## src/rtl/seq_mul.sv

```systemverilog
// Sequential shift-add multiplier, one multiplier bit per clock, valid/ready on both sides.
// Define MUL_SIGNED_EN for two's-complement operands and product.

// state | meaning
// IDLE  | waiting for operands, in_ready high
// RUN   | W shift-add steps
// DONE  | product valid, waiting for out_ready

module seq_mul #(
  parameter int W = 4
) (
  input  logic           clk,
  input  logic           rst_n,
  input  logic           in_valid,
  output logic           in_ready,
  input  logic [W-1:0]   a,
  input  logic [W-1:0]   b,
  output logic           out_valid,
  input  logic           out_ready,
  output logic [2*W-1:0] p,
  output logic           busy
);

  localparam int CNT_W = $clog2(W + 1);

  typedef enum logic [1:0] {IDLE, RUN, DONE} state_t;

  state_t         state;
  logic [2*W-1:0] mcand;
  logic [2*W-1:0] acc;
  logic [W-1:0]   mplier;
  logic [CNT_W-1:0] cnt;

  logic [2*W-1:0] acc_next;
  logic [2*W-1:0] result;
  logic [W-1:0]   a_mag;
  logic [W-1:0]   b_mag;

  assign acc_next = mplier[0] ? acc + mcand : acc;

`ifdef MUL_SIGNED_EN
  logic sign;

  // Magnitudes are taken as unsigned W-bit values so -2^(W-1) maps to 2^(W-1) exactly.
  assign a_mag  = a[W-1] ? (~a + W'(1)) : a;
  assign b_mag  = b[W-1] ? (~b + W'(1)) : b;
  assign result = sign ? (~acc_next + (2*W)'(1)) : acc_next;

  always_ff @(posedge clk or negedge rst_n) begin
    if (!rst_n) begin
      sign <= 1'b0;
    end else if (state == IDLE && in_valid) begin
      sign <= a[W-1] ^ b[W-1];
    end
  end
`else
  assign a_mag  = a;
  assign b_mag  = b;
  assign result = acc_next;
`endif

  always_ff @(posedge clk or negedge rst_n) begin
    if (!rst_n) begin
      state     <= IDLE;
      in_ready  <= 1'b1;
      out_valid <= 1'b0;
      busy      <= 1'b0;
      p         <= '0;
      acc       <= '0;
      mcand     <= '0;
      mplier    <= '0;
      cnt       <= '0;
    end else begin
      case (state)
        IDLE: begin
          if (in_valid) begin
            mcand    <= {{W{1'b0}}, a_mag};
            mplier   <= b_mag;
            acc      <= '0;
            cnt      <= '0;
            state    <= RUN;
            in_ready <= 1'b0;
            busy     <= 1'b1;
          end
        end
        RUN: begin
          acc    <= acc_next;
          mcand  <= mcand << 1;
          mplier <= mplier >> 1;
          cnt    <= cnt + CNT_W'(1);
          if (cnt == CNT_W'(W - 1)) begin
            p         <= result;
            state     <= DONE;
            out_valid <= 1'b1;
          end
        end
        DONE: begin
          if (out_ready) begin
            out_valid <= 1'b0;
            in_ready  <= 1'b1;
            busy      <= 1'b0;
            state     <= IDLE;
          end
        end
        default: begin
          state     <= IDLE;
          in_ready  <= 1'b1;
          out_valid <= 1'b0;
          busy      <= 1'b0;
        end
      endcase
    end
  end

endmodule

```

## config.mk

```make
export PLATFORM = sky130hd
export DESIGN_NAME = seq_mul
export DESIGN_NICKNAME = d
export VERILOG_FILES = /design/src/rtl/seq_mul.sv
export SDC_FILE = /design/constraint.sdc
export NUM_CORES = 1
export LEC_CHECK = 0
export BUFFER_PORTS_ARGS = -buffer_cell sky130_fd_sc_hd__buf_2
export CORE_MARGIN = 4
export CORE_UTILIZATION = 47
export CTS_BUF_LIST = sky130_fd_sc_hd__clkbuf_4
export CTS_CLUSTER_SIZE = 10
export DETAILED_ROUTE_END_ITERATION = 6
export PLACE_DENSITY = 0.67
export SLEW_MARGIN = 10
export SYNTH_ARGS = -nofsm -noshare
export SYNTH_HDL_FRONTEND = slang
export SYNTH_SLANG_ARGS = --single-unit
```

## constraint.sdc

```tcl
create_clock -name clk -period 2.7 [get_ports clk]
set_input_delay 0.675 -clock clk [delete_from_list [all_inputs] [get_ports clk]]
set_output_delay 0.675 -clock clk [all_outputs]
set_load 0.005 [all_outputs]
```

Word-level counts from Yosys, hierarchy flattened
Cells that the tools add are included.
Storage, ports and cells
  logic and storage cells: 47
  input port bits: 12
  register bits: 36
Operators by class
  add/subtract/negate cells: 2
  reductions and logical operators: 7
  equality and inequality tests: 6
  muxes and demuxes: 21
  bitwise logic cells: 2
Operators with widths (number)
  $pmux 8 s2: 2
  $mux 8: 3
  $pmux 1 s3: 3
  $reduce_and 3->1: 3
  $add 8x8->8: 1
  $pmux 4 s2: 1
  $mux 2: 3
  $ne 2x2->1 const B: 3
  $pmux 2 s3: 1
  $pmux 3 s2: 1
  $mux 1: 5
  $mux 4: 1
  $reduce_and 2->1: 2
  $add 3x1->3 const B: 1
  $eq 3x2->1 const B: 1
  $mux 3: 1
  $eq 2x1->1 const B: 1
  $eq 2x2->1 const B: 1
  $logic_not 2->1: 1
  $not 1->1: 2
  $reduce_bool 2->1: 1

Logic depth before layout (Yosys ltp)
Gate-level depths: netlist of the first run.
  word-level depth: 3
  depth in mapped cells: 7

Worst setup path before layout of the first run
No wires, ideal clock.
  path type: reg-to-reg
  start: register mcand[0]
  end: register p[6]
  path slack: 788 ps
  data required time: 2578 ps
  stages on the path, launching flop included: 8
  period minus slack after synthesis: 1912 ps
  data arrival time: 1790 ps
  library setup time: 122 ps
  cell sequence: dfrtp_1 > ha_1 > fa_1 > a211oi_1 > o21bai_1 > a21oi_1 > mux2i_1 > nand2_1
On the way
  word-level cells in the longest chain between the ends: 2
RTL lines
  start, declared: line 29  | logic [2*W-1:0] mcand;
  start signal, assigned: line 77  | mcand <= {{W{1'b0}}, a_mag};
  start signal, assigned: line 88  | mcand <= mcand << 1;
  $add 8x8->8: line 39  | assign acc_next = mplier[0] ? acc + mcand : acc;
  $mux 8: line 39
  end signal, assigned: line 92  | p <= result;
  end, declared: line 20  | output logic [2*W-1:0] p,
Every way passes these cells.
A chain may end at the register's enable or synchronous reset.

Worst setup path after layout of the first run
Ends and elaborated chain as after synthesis.

==> results of run 1 <==
==> worst max-delay path by stage <==
stage                               from                 end  slack, ps  depth (start not counted)
finish              mcand[0]$_DFFE_PN0P_    p[6]$_DFFE_PN0P_        630                          7
CTS                 mcand[0]$_DFFE_PN0P_  acc[6]$_DFFE_PN0P_        630                          7
global placement    mcand[0]$_DFFE_PN0P_    p[6]$_DFFE_PN0P_        680                          7
global route        mcand[0]$_DFFE_PN0P_    p[6]$_DFFE_PN0P_        470                          7
floorplan           mcand[0]$_DFFE_PN0P_    p[6]$_DFFE_PN0P_        790                          7
detailed placement  mcand[0]$_DFFE_PN0P_  acc[6]$_DFFE_PN0P_        640                          7
==> cells in the mapped netlist (3+ instances only) <==
master	number
and3_1	3
dfrtp_1	35
clkbuf_1	7
xor2_1	3
nor2b_1	6
a22oi_1	6
ha_1	9
o21ai_0	19
inv_1	6
nor2_1	6
a21oi_1	14
a21oi_2	3
a22o_1	9
nand2_1	20
mux2i_1	4
==> layout make-up <==
type / instances / share of cell area (%)
Sequential cell: 36 / 43.83
Clock buffer: 7 / 2.553
Timing Repair Buffer: 24 / 6.079
Clock inverter: 1 / 0.2432
Multi-Input combinational cell: 132 / 43.28
Inverter: 6 / 1.094
Tap cell: 48 / 2.918
==> through the flow <==
step	hold slack (ps)	std cells	setup slack [ps]
after floorplan	379.4	182	787.9
after global placement	459.3	246	682.1
after detailed placement	464.9	246	636.9
after CTS	421.7	254	626.8
after global routing	430.2	254	467.9
final	399.4	254	629.3
==> cells by family (layout without fill, tap and decap cells) <==
| logic type | count (synthesis) | in the layout |
|---|---|---|
| AO/OA/AOI/OAI | 68 | 68 |
| XOR/XNOR | 5 | 5 |
| adder cells (fa/ha/maj) | 10 | 10 |
| buffers and inverters | 14 | 38 |
| flip-flops | 36 | 36 |
| multiplexers | 4 | 4 |
| AND/OR/NAND/NOR | 45 | 45 |
==> power by group <==
part	internal [mW]	leakage (nW)	switching, mW	total [mW]
Clock	0.122	0.0361	0.179	0.300
Sequential	0.750	0.467	0.207	0.956
Combinational	0.395	0.498	0.520	0.916
==> state kept, by name, indices dropped and copies added, names as in the netlist <==
name,flops
acc,8
state,2
cnt,3
mplier,4
busy,1
p,8
in_ready,1
out_valid,1
mcand,8
==> routing by layer <==
layer  vias to the layer above  global-route usage, %  routed length [microns]
li1                        712                      -                        -
met1                       741                  21.92                     1775
met2                        29                  28.73                     2022
met3                         4                  6.818                      212
met4                         0                  6.263                       59
met5                         -                      0                        0
==> critical path, delay by kind of cell, from the launching register on <==
kind,cells,cell delay [ps]
and+or+nand+nor,1,60
DFF,1,420
muxes,1,230
adders and majority gates,2,680
AOI/OAI and AO/OA,3,580
==> placed cells by master (no fill, tap or decap), types with 2 or more instances in the layout <==
| cell type | n |
|---|---|
| nand3_1 | 2 |
| xnor2_1 | 2 |
| buf_4 | 2 |
| xor2_1 | 3 |
| mux2i_1 | 4 |
| buf_2 | 22 |
| a21oi_1 | 14 |
| o31ai_1 | 2 |
| o21a_1 | 2 |
| inv_1 | 6 |
| a31oi_1 | 2 |
| a22oi_1 | 6 |
| o21bai_1 | 2 |
| o21ai_0 | 19 |
| nor3_1 | 2 |
| a22o_1 | 9 |
| nor2_1 | 6 |
| and3_1 | 3 |
| nor2b_1 | 6 |
| dfrtp_1 | 35 |
| clkbuf_4 | 7 |
| ha_1 | 9 |
| nand2_1 | 20 |
| a21oi_2 | 3 |
==> summary.md, run 1 <==
| Metric | Value |
|---|---|
| Status | `finished, final reports clean` |
| VDD IR max | `0.0006074 V` |
| Setup crit start kind | `register` |
| Filler instances | `350` |
| Reg clk slew, reported paths | `100 ps` |
| Crit-path slowest cell | `fa_1` |
| Synth Cell Area | `around 1800 sq um` |
| Reg2Reg Launch Point | `mcand[0]$_DFFE_PN0P_` |
| Die width | `just over 70 microns` |
| Combinational family with the most area after synthesis | `compound AO/OA/AOI/OAI gates` |
| Vias in the first global route | `about 1500` |
| Slew @ Worst Pin | `around 790 ps` |
| Max transition margin | `~47%` |
| Share of Yosys cell area claimed by the top area cell type | `a little under half` |
| Critical-path cell list | `ha_1 > fa_1 > a211oi_1 > o21bai_1 > a21oi_1 > mux2i_1 > nand2_1` |
| Yosys reg bits | `36` |
| RSZ-0062 raised after global routing | `no` |
| Post-route cell area | `just over 2000 sq um` |
| Compound-cell area share of the yosys netlist | `24.25%` |
| Max Clock Skew | `between 6 and 7 ps` |
| Iteration-0 DRC Markers | `87` |
| Largest cells by area after synthesis | `dfrtp_1 (47%), ha_1 (6.1%), o21ai_0 (5.1%)` |
| First-pass GRT wire length | `7031 microns` |
| Initial antenna violation count | `0` |
| Leak | `about 1.0 nW` |
| Seq/Total Area, Yosys | `around 49%` |
| Synth Area in Adders | `~7.2%` |
| Terminus of the critical flop-to-flop path | `p[6]$_DFFE_PN0P_` |
| Syn Inst Count | `~180` |
| WL/cell | `between 15 and 20 microns` |
| Tot Pwr | `2.172 mW` |
| CTS Buffer Depth | `2` |
| Cell type with the largest total area after synthesis | `dfrtp_1` |
| Synthesized Nets | `just over 200` |
| DP Wirelength | `2928 microns` |
| Starting Density | `between 40 and 50%` |
| Max FO, Critical Path | `3` |
| IO Pins | `23` |
| Setup bufs post-CTS | `0` |
| FF+latch area | `roughly 900 sq um` |
| Port bufs | `22` |
| Layout cells sized above 1 | `approximately a fifth` |
| Post-cts hold buffer count | `0` |
| Count of clock tree sinks | `36` |
| Xor and xnor area share after synthesis | `around 2.4%` |
| Area Overhead vs Synth | `11.45%` |
| Largest stage delay on the critical path | `approximately 430 ps` |
| Final period util | `about three quarters` |
| Ys Warns | `0` |
| Core area | `between 3000 and 4000 sq um` |
| Post-synthesis mux area share | `under 10%` |
| DRC viols | `0` |
| WP data arrival | `2320 ps` |
| Vias per cell | `5.850` |
| Clock latency on the worst-skew pair | `roughly 350 ps` |
| HP Class | `input pin to asynchronous set/reset pin` |
| Num CTS Buffers | `5` |
| Dominant synthesized flop cell | `dfrtp_1` |
| Max Slew Vio Count | `0` |
| Final ANT Viol Nets | `0` |
| Layout Utilization | `between 50% and 60%` |
| Power Dens Cells | `approximately 1100 nW/um^2` |
| TritonRoute pass-1 iters | `4` |
| Placed inst area | `between 2000 and 2500 sq um` |
| Max Fclk | `0.4829 GHz` |
| R2r setup slk | `roughly 630 ps` |
| CTS resizes | `0` |
| Min Tclk post-route | `approximately 2100 ps` |
| Die height | `~71 microns` |
| Largest net degree at the start of global routing | `37` |
| Setup_tns | `0 ps` |
| WP data required | `approximately 3000 ps` |
| Final Hold Violating Endpoints | `0` |
| Final Setup Violations | `0` |
| WS Path Type | `register to register` |
| Htree depth | `2` |
| GR Util All Layers | `17.84%` |
| Clock root buffer | `clkbuf_4` |
| Vias | `1486` |
| Grt ovf | `0` |
| Ant. Diodes | `0` |
| R2R depth | `7` |
| Gp weighted congestion | `0.9205` |
| Drt total wl | `between 4000 and 5000 microns` |
| Simple logic cell fraction of the synthesized area | `around an eighth` |
| Post-synth ARST share | `100.0%` |
| Total die area | `about 5000 sq um` |
| Yosys cell types | `40` |
| # Max-Cap Violations | `0` |
| EDFF count, synth | `0` |
| Area of the multi-input gates | `around 890 sq um` |
| Mean area per synthesized cell | `just over 10 sq um` |
| CTS tree | `done` |
| Nets@finish | `around 230` |
| CP endpoint kind | `register` |
| Row cnt | `22` |
Power figures use the tool's default switching activity.
==> run 2: changes to the inputs <==
ABC_AREA = 1   (was default)
clock period = 2.1 ns   (was 2.7 ns; I/O delays follow)
==> run 2 against run 1 <==
  * Hold slack got worse by 190 ps
  * Via count increased by 0.74%
  * Routed wire length decreased by 6.2%
  * Die area increased by 0.35%
  * Worst setup slack got worse by 320 ps
  * Sequential power increased by 32%
  * Synthesized cell count increased by 21%
  * Area after synthesis increased by 0.41%
  * Global-route usage decreased by 1.6 points
  * Largest cell class unchanged
  * Largest power group is now combinational cells
  * Highest routed layer unchanged
==> summary.md, run 2 <==
| Metric | Value |
|---|---|
| Filler instances | `360 (+2.9%)` |
| Drt total wl | `3816 microns (-6.2%)` |
| Max transition margin | `69.44% (+22 points)` |
| Dominant synthesized flop cell | `dfrtp_1` |
| WP data arrival | `2040 ps (-280 ps)` |
| Yosys cell types | `26 (-35%)` |
| Vias per cell | `5.075 (-13%)` |
| Placed inst area | `1996 sq um (-0.25%)` |
| Setup WS pre-CTS | `322.0 ps (-314.9 ps)` |
| Synthesized Nets | `243 (+19%)` |
| CTS Buffer Depth | `2 (unchanged)` |
| Post-route cell area | `2052 sq um (-0.30%)` |
| DP Wirelength | `2717 microns (-7.2%)` |
| Setup crit start kind | `register` |
| Post-cts hold buffer count | `0 (unchanged)` |
| Final non-filler cell total | `295 (+16%)` |
| CP endpoint kind | `register` |
| Num CTS Buffers | `5 (unchanged)` |
| VDD IR max | `0.001009 V (+66%)` |
| Die width | `70.81 microns (+0.18%)` |
| Cell type with the largest total area after synthesis | `dfrtp_1` |
| Seq/Total Area, Yosys | `48.65% (-0.20 points)` |
| CTS tree | `done` |
| Total die area | `5014 sq um (+0.35%)` |
| Initial antenna violation count | `0 (unchanged)` |
| Layout cells sized above 1 | `18.62% (-1.3 points)` |
| Largest net degree at the start of global routing | `37 (unchanged)` |
| GR Util All Layers | `16.28% (-1.6 points)` |
| Most common cell after layout, fill and taps aside | `nand2_1` |
| Iteration-0 DRC Markers | `82 (-5.7%)` |
| WP data required | `2340 ps (-610 ps)` |
| Min Tclk post-route | `1795 ps (-275.6 ps)` |
| Max Slew Vio Count | `0 (unchanged)` |
| Post-Place Cells | `287 (+17%)` |
| Biggest regs | `acc (8), mcand (8), p (8)` |
| First-pass GRT wire length | `6410 microns (-8.8%)` |
| Reg clk slew, reported paths | `120 ps (+20 ps)` |
| Leak | `1.088 nW (+8.6%)` |
| Final ANT Viol Nets | `0 (unchanged)` |
| HP Class | `input pin to asynchronous set/reset pin` |
| Post-synth ARST share | `100.0% (unchanged)` |
| Port bufs | `22 (unchanged)` |
| Nets@finish | `268 (+18%)` |
| Max Clock Skew | `8.918 ps (+2.107 ps)` |
| Largest cells by area after synthesis | `dfrtp_1 (47%), nand2_1 (12%), ha_1 (6.1%)` |
| Gp weighted congestion | `0.8507 (-7.6%)` |
| Core area | `3744 sq um (+0.74%)` |
| Htree depth | `2 (unchanged)` |
| Yosys reg bits | `36 (unchanged)` |
| Syn Inst Count | `221 (+21%)` |
| CTS resizes | `0 (unchanged)` |
| Count of clock tree sinks | `36 (unchanged)` |
| R2r setup slk | `300 ps (-320 ps)` |
| Setup_tns | `0 ps (unchanged)` |
| Ys Warns | `0 (unchanged)` |
| TritonRoute pass-1 iters | `4 (unchanged)` |
| Mean area per synthesized cell | `8.390 sq um (-17%)` |
| Vias | `1497 (+0.74%)` |
| Clock latency on the worst-skew pair | `330 ps (-20 ps)` |
| Max FO, Critical Path | `3 (unchanged)` |
| Share of Yosys cell area claimed by the top area cell type | `47.23% (-0.19 points)` |
| DRC viols | `0 (unchanged)` |
| Worst setup margin | `304.9 ps (-324.4 ps)` |
| Final Hold Violating Endpoints | `0 (unchanged)` |
| Synth Cell Area | `1854 sq um (+0.41%)` |
| Top cells by count, synth | `nand2_1 (58), dfrtp_1 (35), inv_1 (24), nand3_1 (18), o21ai_0 (15)` |
| Area Overhead vs Synth | `10.66%` |
| R2R depth | `10 (+3)` |
| Ant. Diodes | `0 (unchanged)` |
| Vias in the first global route | `1428 (-3.7%)` |
| Slew @ Worst Pin | `458.4 ps (-333.1 ps)` |
| IO Pins | `23 (unchanged)` |
| Highest-count cells in the layout ignoring fill and taps | `nand2_1 (58), dfrtp_1 (35), inv_1 (24), buf_2 (22), nand3_1 (18)` |
| Final period util | `85.48% (+8.8 points)` |
| RSZ-0062 raised after global routing | `no` |
| # Max-Cap Violations | `0 (unchanged)` |
| Setup bufs post-CTS | `0 (unchanged)` |
| Terminus of the critical flop-to-flop path | `p[6]$_DFFE_PN0P_` |
| Status | `finished, final reports clean` |
| Power Dens Cells | `1667 nW/um^2 (+58%)` |
| EDFF count, synth | `0 (unchanged)` |
| WS Path Type | `register to register` |
| Reg2Reg Launch Point | `mcand[0]$_DFFE_PN0P_` |
| Starting Density | `49.53% (-0.16 points)` |
| Clock root buffer | `clkbuf_4` |
| WL/cell | `12.94 microns (-19%)` |
| Row cnt | `22 (unchanged)` |
| Final Setup Violations | `0 (unchanged)` |
| Count leader, synth | `nand2_1` |
| Max Fclk | `0.5571 GHz (+15%)` |
| Grt ovf | `0 (unchanged)` |
| Die height | `70.81 microns (+0.18%)` |
## run 2: worst max-delay path, cell delays in order (launching register included)
cell and delay [ps]:
dfrtp_1 400, ha_1 230, fa_1 400, nand2_1 100
nand3_1 110, nand3_1 110, nand2_1 50, nand2_1 60
nand3_1 90, nand3_1 110, nand2_1 50
## run 2: kinds of logic (layout without fill, tap and decap cells)
family	after synthesis	count (layout)	share of synthesized area [%]
flip-flops	36	36	48.65
XOR/XNOR	1	1	0.4724
adder cells (fa/ha/maj)	10	10	7.153
AND/OR/NAND/NOR	97	97	22.87
buffers and inverters	34	60	8.029
AO/OA/AOI/OAI	43	43	12.82
## run 2: worst max-delay path by stage
stage / startpoint / end / slack [ps] / cells past startpoint
floorplan: mcand[0]$_DFFE_PN0P_ / acc[6]$_DFFE_PN0P_ / 490 / 10
global placement: mcand[0]$_DFFE_PN0P_ / p[6]$_DFFE_PN0P_ / 380 / 10
detailed placement: mcand[0]$_DFFE_PN0P_ / p[6]$_DFFE_PN0P_ / 320 / 10
CTS: mcand[0]$_DFFE_PN0P_ / p[6]$_DFFE_PN0P_ / 310 / 10
global route: mcand[0]$_DFFE_PN0P_ / p[4]$_DFFE_PN0P_ / 160 / 9
finish: mcand[0]$_DFFE_PN0P_ / p[6]$_DFFE_PN0P_ / 300 / 10
## run 2: routing by layer
metal | global-route usage [%] | wire, microns | vias to the layer above
li1 | - | - | 765
met1 | 20.73 | 1787 | 705
met2 | 26.78 | 1847 | 21
met3 | 4.261 | 134 | 6
met4 | 5.846 | 47 | 0
met5 | 0 | 0 | -
## run 2: area by class of cell
class | count | area (sq um) | area share [%]
flip-flops and latches | 36 | 902.1 | 43.96
multi-input cells | 151 | 803.3 | 39.15
repair buffers | 24 | 125.1 | 6.098
inverters | 28 | 105.1 | 5.122
well taps | 48 | 60.06 | 2.927
clock buffers | 5 | 37.54 | 1.829
clock inverters | 3 | 18.77 | 0.9146
## run 2: power breakdown
group / total (mW) / internal (mW) / switching (mW)
clock: 0.370 / 0.129 / 0.242
combinational: 1.79 / 0.698 / 1.09
sequential: 1.26 / 1.02 / 0.247
## run 2: per-stage QoR
step / utilization (%) / hold WS, ps / power, mW
2_1_floorplan: - / 229.4 / 2.648
3_3_place_gp: 53.31 / 460.6 / 3.031
3_5_place_dp: 53.31 / 464.3 / 3.082
4_1_cts: 54.81 / 219.6 / 3.455
5_1_grt: 54.81 / 220.2 / 3.798
6_report: 54.81 / 207.5 / 3.420
==> run 3: changes to the inputs <==
==> constraint.sdc (replaced) <==
create_clock -name clk -period 1.9 [get_ports clk]
set_input_delay 0.19 -clock clk [delete_from_list [all_inputs] [get_ports clk]]
set_output_delay 0.19 -clock clk [all_outputs]
set_load 0.005 [all_outputs]
==> run 3 against run 2 <==
  * Clock power increased by 13%
  * Routed wire length decreased by 2.9%
  * Cell area up 0.30%
  * Count of clock-buffer cells in the layout grew 2
  * Sequential power rose by 11%
  * Non-clock buffer count unchanged
  * Critical path depth unchanged
  * Register-to-register slack worse by 140 ps
  * Sequential share of layout area fell by 0.13 points
  * Global-route usage is 0.50 points lower
  * Combinational power is 9% higher
  * Critical path type unchanged
  * Largest cell class unchanged
  * Largest power group unchanged
==> summary.md, run 3 (same netlist as run 2, synthesis figures left out) <==
| Metric | Value |
|---|---|
| CTS Buffer Depth | `2 (unchanged)` |
| Placed inst area | `1988 sq um (-0.38%)` |
| # Max-Cap Violations | `0 (unchanged)` |
| WP data arrival | `1980 ps (-60 ps)` |
| RSZ-0062 raised after global routing | `no` |
| Grt ovf | `0 (unchanged)` |
| Port bufs | `22 (unchanged)` |
| GR Util All Layers | `15.79% (-0.50 points)` |
| Vias | `1483 (-0.94%)` |
| IO Pins | `23 (unchanged)` |
| DRC viols | `0 (unchanged)` |
| Post-Place Cells | `286 (-0.35%)` |
| Leak | `1.086 nW (-0.16%)` |
| Final Hold Violating Endpoints | `0 (unchanged)` |
| VDD IR max | `0.0008201 V (-19%)` |
| Worst setup margin | `169.6 ps (-135.3 ps)` |
| TritonRoute pass-1 iters | `4 (unchanged)` |
| Die height | `70.81 microns (unchanged)` |
| Final period util | `91.07% (+5.6 points)` |
| Max Slew Vio Count | `0 (unchanged)` |
| Ant. Diodes | `0 (unchanged)` |
| Hold path cells | `2` |
| CP endpoint kind | `register` |
| Max FO, Critical Path | `3 (unchanged)` |
| Setup_tns | `0 ps (unchanged)` |
| Layout cells sized above 1 | `18.62% (unchanged)` |
| Max transition margin | `47.12% (-22 points)` |
| Vias in the first global route | `1412 (-1.1%)` |
| Clock root buffer | `clkbuf_4` |
| Row cnt | `22 (unchanged)` |
| Max Clock Skew | `14.38 ps (+5.463 ps)` |
| Initial antenna violation count | `0 (unchanged)` |
| WS Path Type | `register to register` |
| Vias per cell | `5.027 (-0.94%)` |
| FF+latch area | `902.1 sq um (unchanged)` |
| Iteration-0 DRC Markers | `68 (-17%)` |
| Setup bufs post-CTS | `0 (unchanged)` |
| Starting Density | `49.53% (unchanged)` |
| DP Wirelength | `2724 microns (+0.27%)` |
| Biggest regs | `acc (8), mcand (8), p (8)` |
| Die width | `70.81 microns (unchanged)` |
| Count of clock tree sinks | `36 (unchanged)` |
| First-pass GRT wire length | `6203 microns (-3.2%)` |
| Min Tclk post-route | `1730 ps (-64.69 ps)` |
| Post-route cell area | `2058 sq um (+0.30%)` |
| Final ANT Viol Nets | `0 (unchanged)` |
| Largest net degree at the start of global routing | `37 (unchanged)` |
| Highest-count cells in the layout ignoring fill and taps | `nand2_1 (58), dfrtp_1 (35), inv_1 (24), buf_2 (22), nand3_1 (18)` |
| Core area | `3744 sq um (unchanged)` |
| Filler instances | `373 (+3.6%)` |
| Clock latency on the worst-skew pair | `340 ps (about the same)` |
| Total die area | `5014 sq um (unchanged)` |
| Most common cell after layout, fill and taps aside | `nand2_1` |
| Tot Pwr | `3.768 mW (+10%)` |
| Area of the multi-input gates | `805.8 sq um (+0.31%)` |
| R2R depth | `10 (unchanged)` |
| Gp weighted congestion | `0.8102 (-4.8%)` |
| CTS tree | `done` |
| Final Setup Violations | `0 (unchanged)` |
| Slew @ Worst Pin | `793.1 ps (+334.7 ps)` |
| WP data required | `2150 ps (-190 ps)` |
| Htree depth | `2 (unchanged)` |
| WL/cell | `12.56 microns (-2.9%)` |
| Max Fclk | `0.5779 GHz (+3.7%)` |
| Power Dens Cells | `1831 nW/um^2 (+9.8%)` |
| Setup WS pre-CTS | `116.6 ps (-205.4 ps)` |
| Area Overhead vs Synth | `11.00%` |
| Status | `finished, final reports clean` |
| Num CTS Buffers | `5 (unchanged)` |
| Final non-filler cell total | `295 (unchanged)` |
| Reg clk slew, reported paths | `110 ps (about the same)` |
| Setup crit start kind | `register` |
| Drt total wl | `3704 microns (-2.9%)` |
| HP Class | `input pin to register` |
| Nets@finish | `268 (unchanged)` |
## run 3: what timing repair did
item,in CTS,in global routing
endpoints found under the hold margin,35,0
resized for setup,0,2
hold buffers,1,0
setup endpoints to repair,0,3
## run 3: worst paths after layout
path,endpoint,slack [ps],startpoint
hold reg to reg,p[5]$_DFFE_PN0P_,480,p[5]$_DFFE_PN0P_
hold / removal,state[1]$_DFFE_PN0P_,50,out_ready
max in group asynchronous,cnt[1]$_DFFE_PN0P_,930,rst_n
setup reg to reg,acc[6]$_DFFE_PN0P_,170,mcand[0]$_DFFE_PN0P_
setup / recovery,acc[6]$_DFFE_PN0P_,170,mcand[0]$_DFFE_PN0P_
min in group asynchronous,p[3]$_DFFE_PN0P_,450,rst_n
## run 3: final cells by class
class	count	area share (%)
Clock buffer	7	2.553
Clock inverter	1	0.2432
Inverter	28	5.106
Multi-Input combinational cell	151	39.15
Sequential cell	36	43.83
Tap cell	48	2.918
Timing Repair Buffer	24	6.201
## run 3: routing by layer
layer	wire (microns)	vias up	GRT usage, %	share of wire [%]
met2	1782	27	27.19	48
met4	91	0	7.516	2.5
met1	1692	673	18.66	46
met5	0	-	0	0
li1	-	774	-	-
met3	138	9	3.409	3.7
## run 3: report_power, final
part / switching (mW) / total (mW) / internal (mW)
clock: 0.246 / 0.419 / 0.173
sequential: 0.274 / 1.40 / 1.12
combinational: 1.19 / 1.95 / 0.763
total: 1.71 / 3.77 / 2.06
## run 3: worst max-delay path: stages, from the launching register on
cell	delay (ps)
dfrtp_1	390
ha_1	240
fa_2	360
nand2_1	90
nand3_1	110
nand3_1	110
nand2_1	60
nand2_1	50
nand3_1	80
nand3_1	100
nand2_1	60
## run 3: stage by stage
step / util, % / hold slack [ps]
final: 54.98 / 46.90
after global routing: 54.98 / 42.47
after CTS: 54.91 / 30.56
after detailed placement: 53.11 / 325.4
after global placement: 53.11 / 326.3
after floorplan: - / -105.6
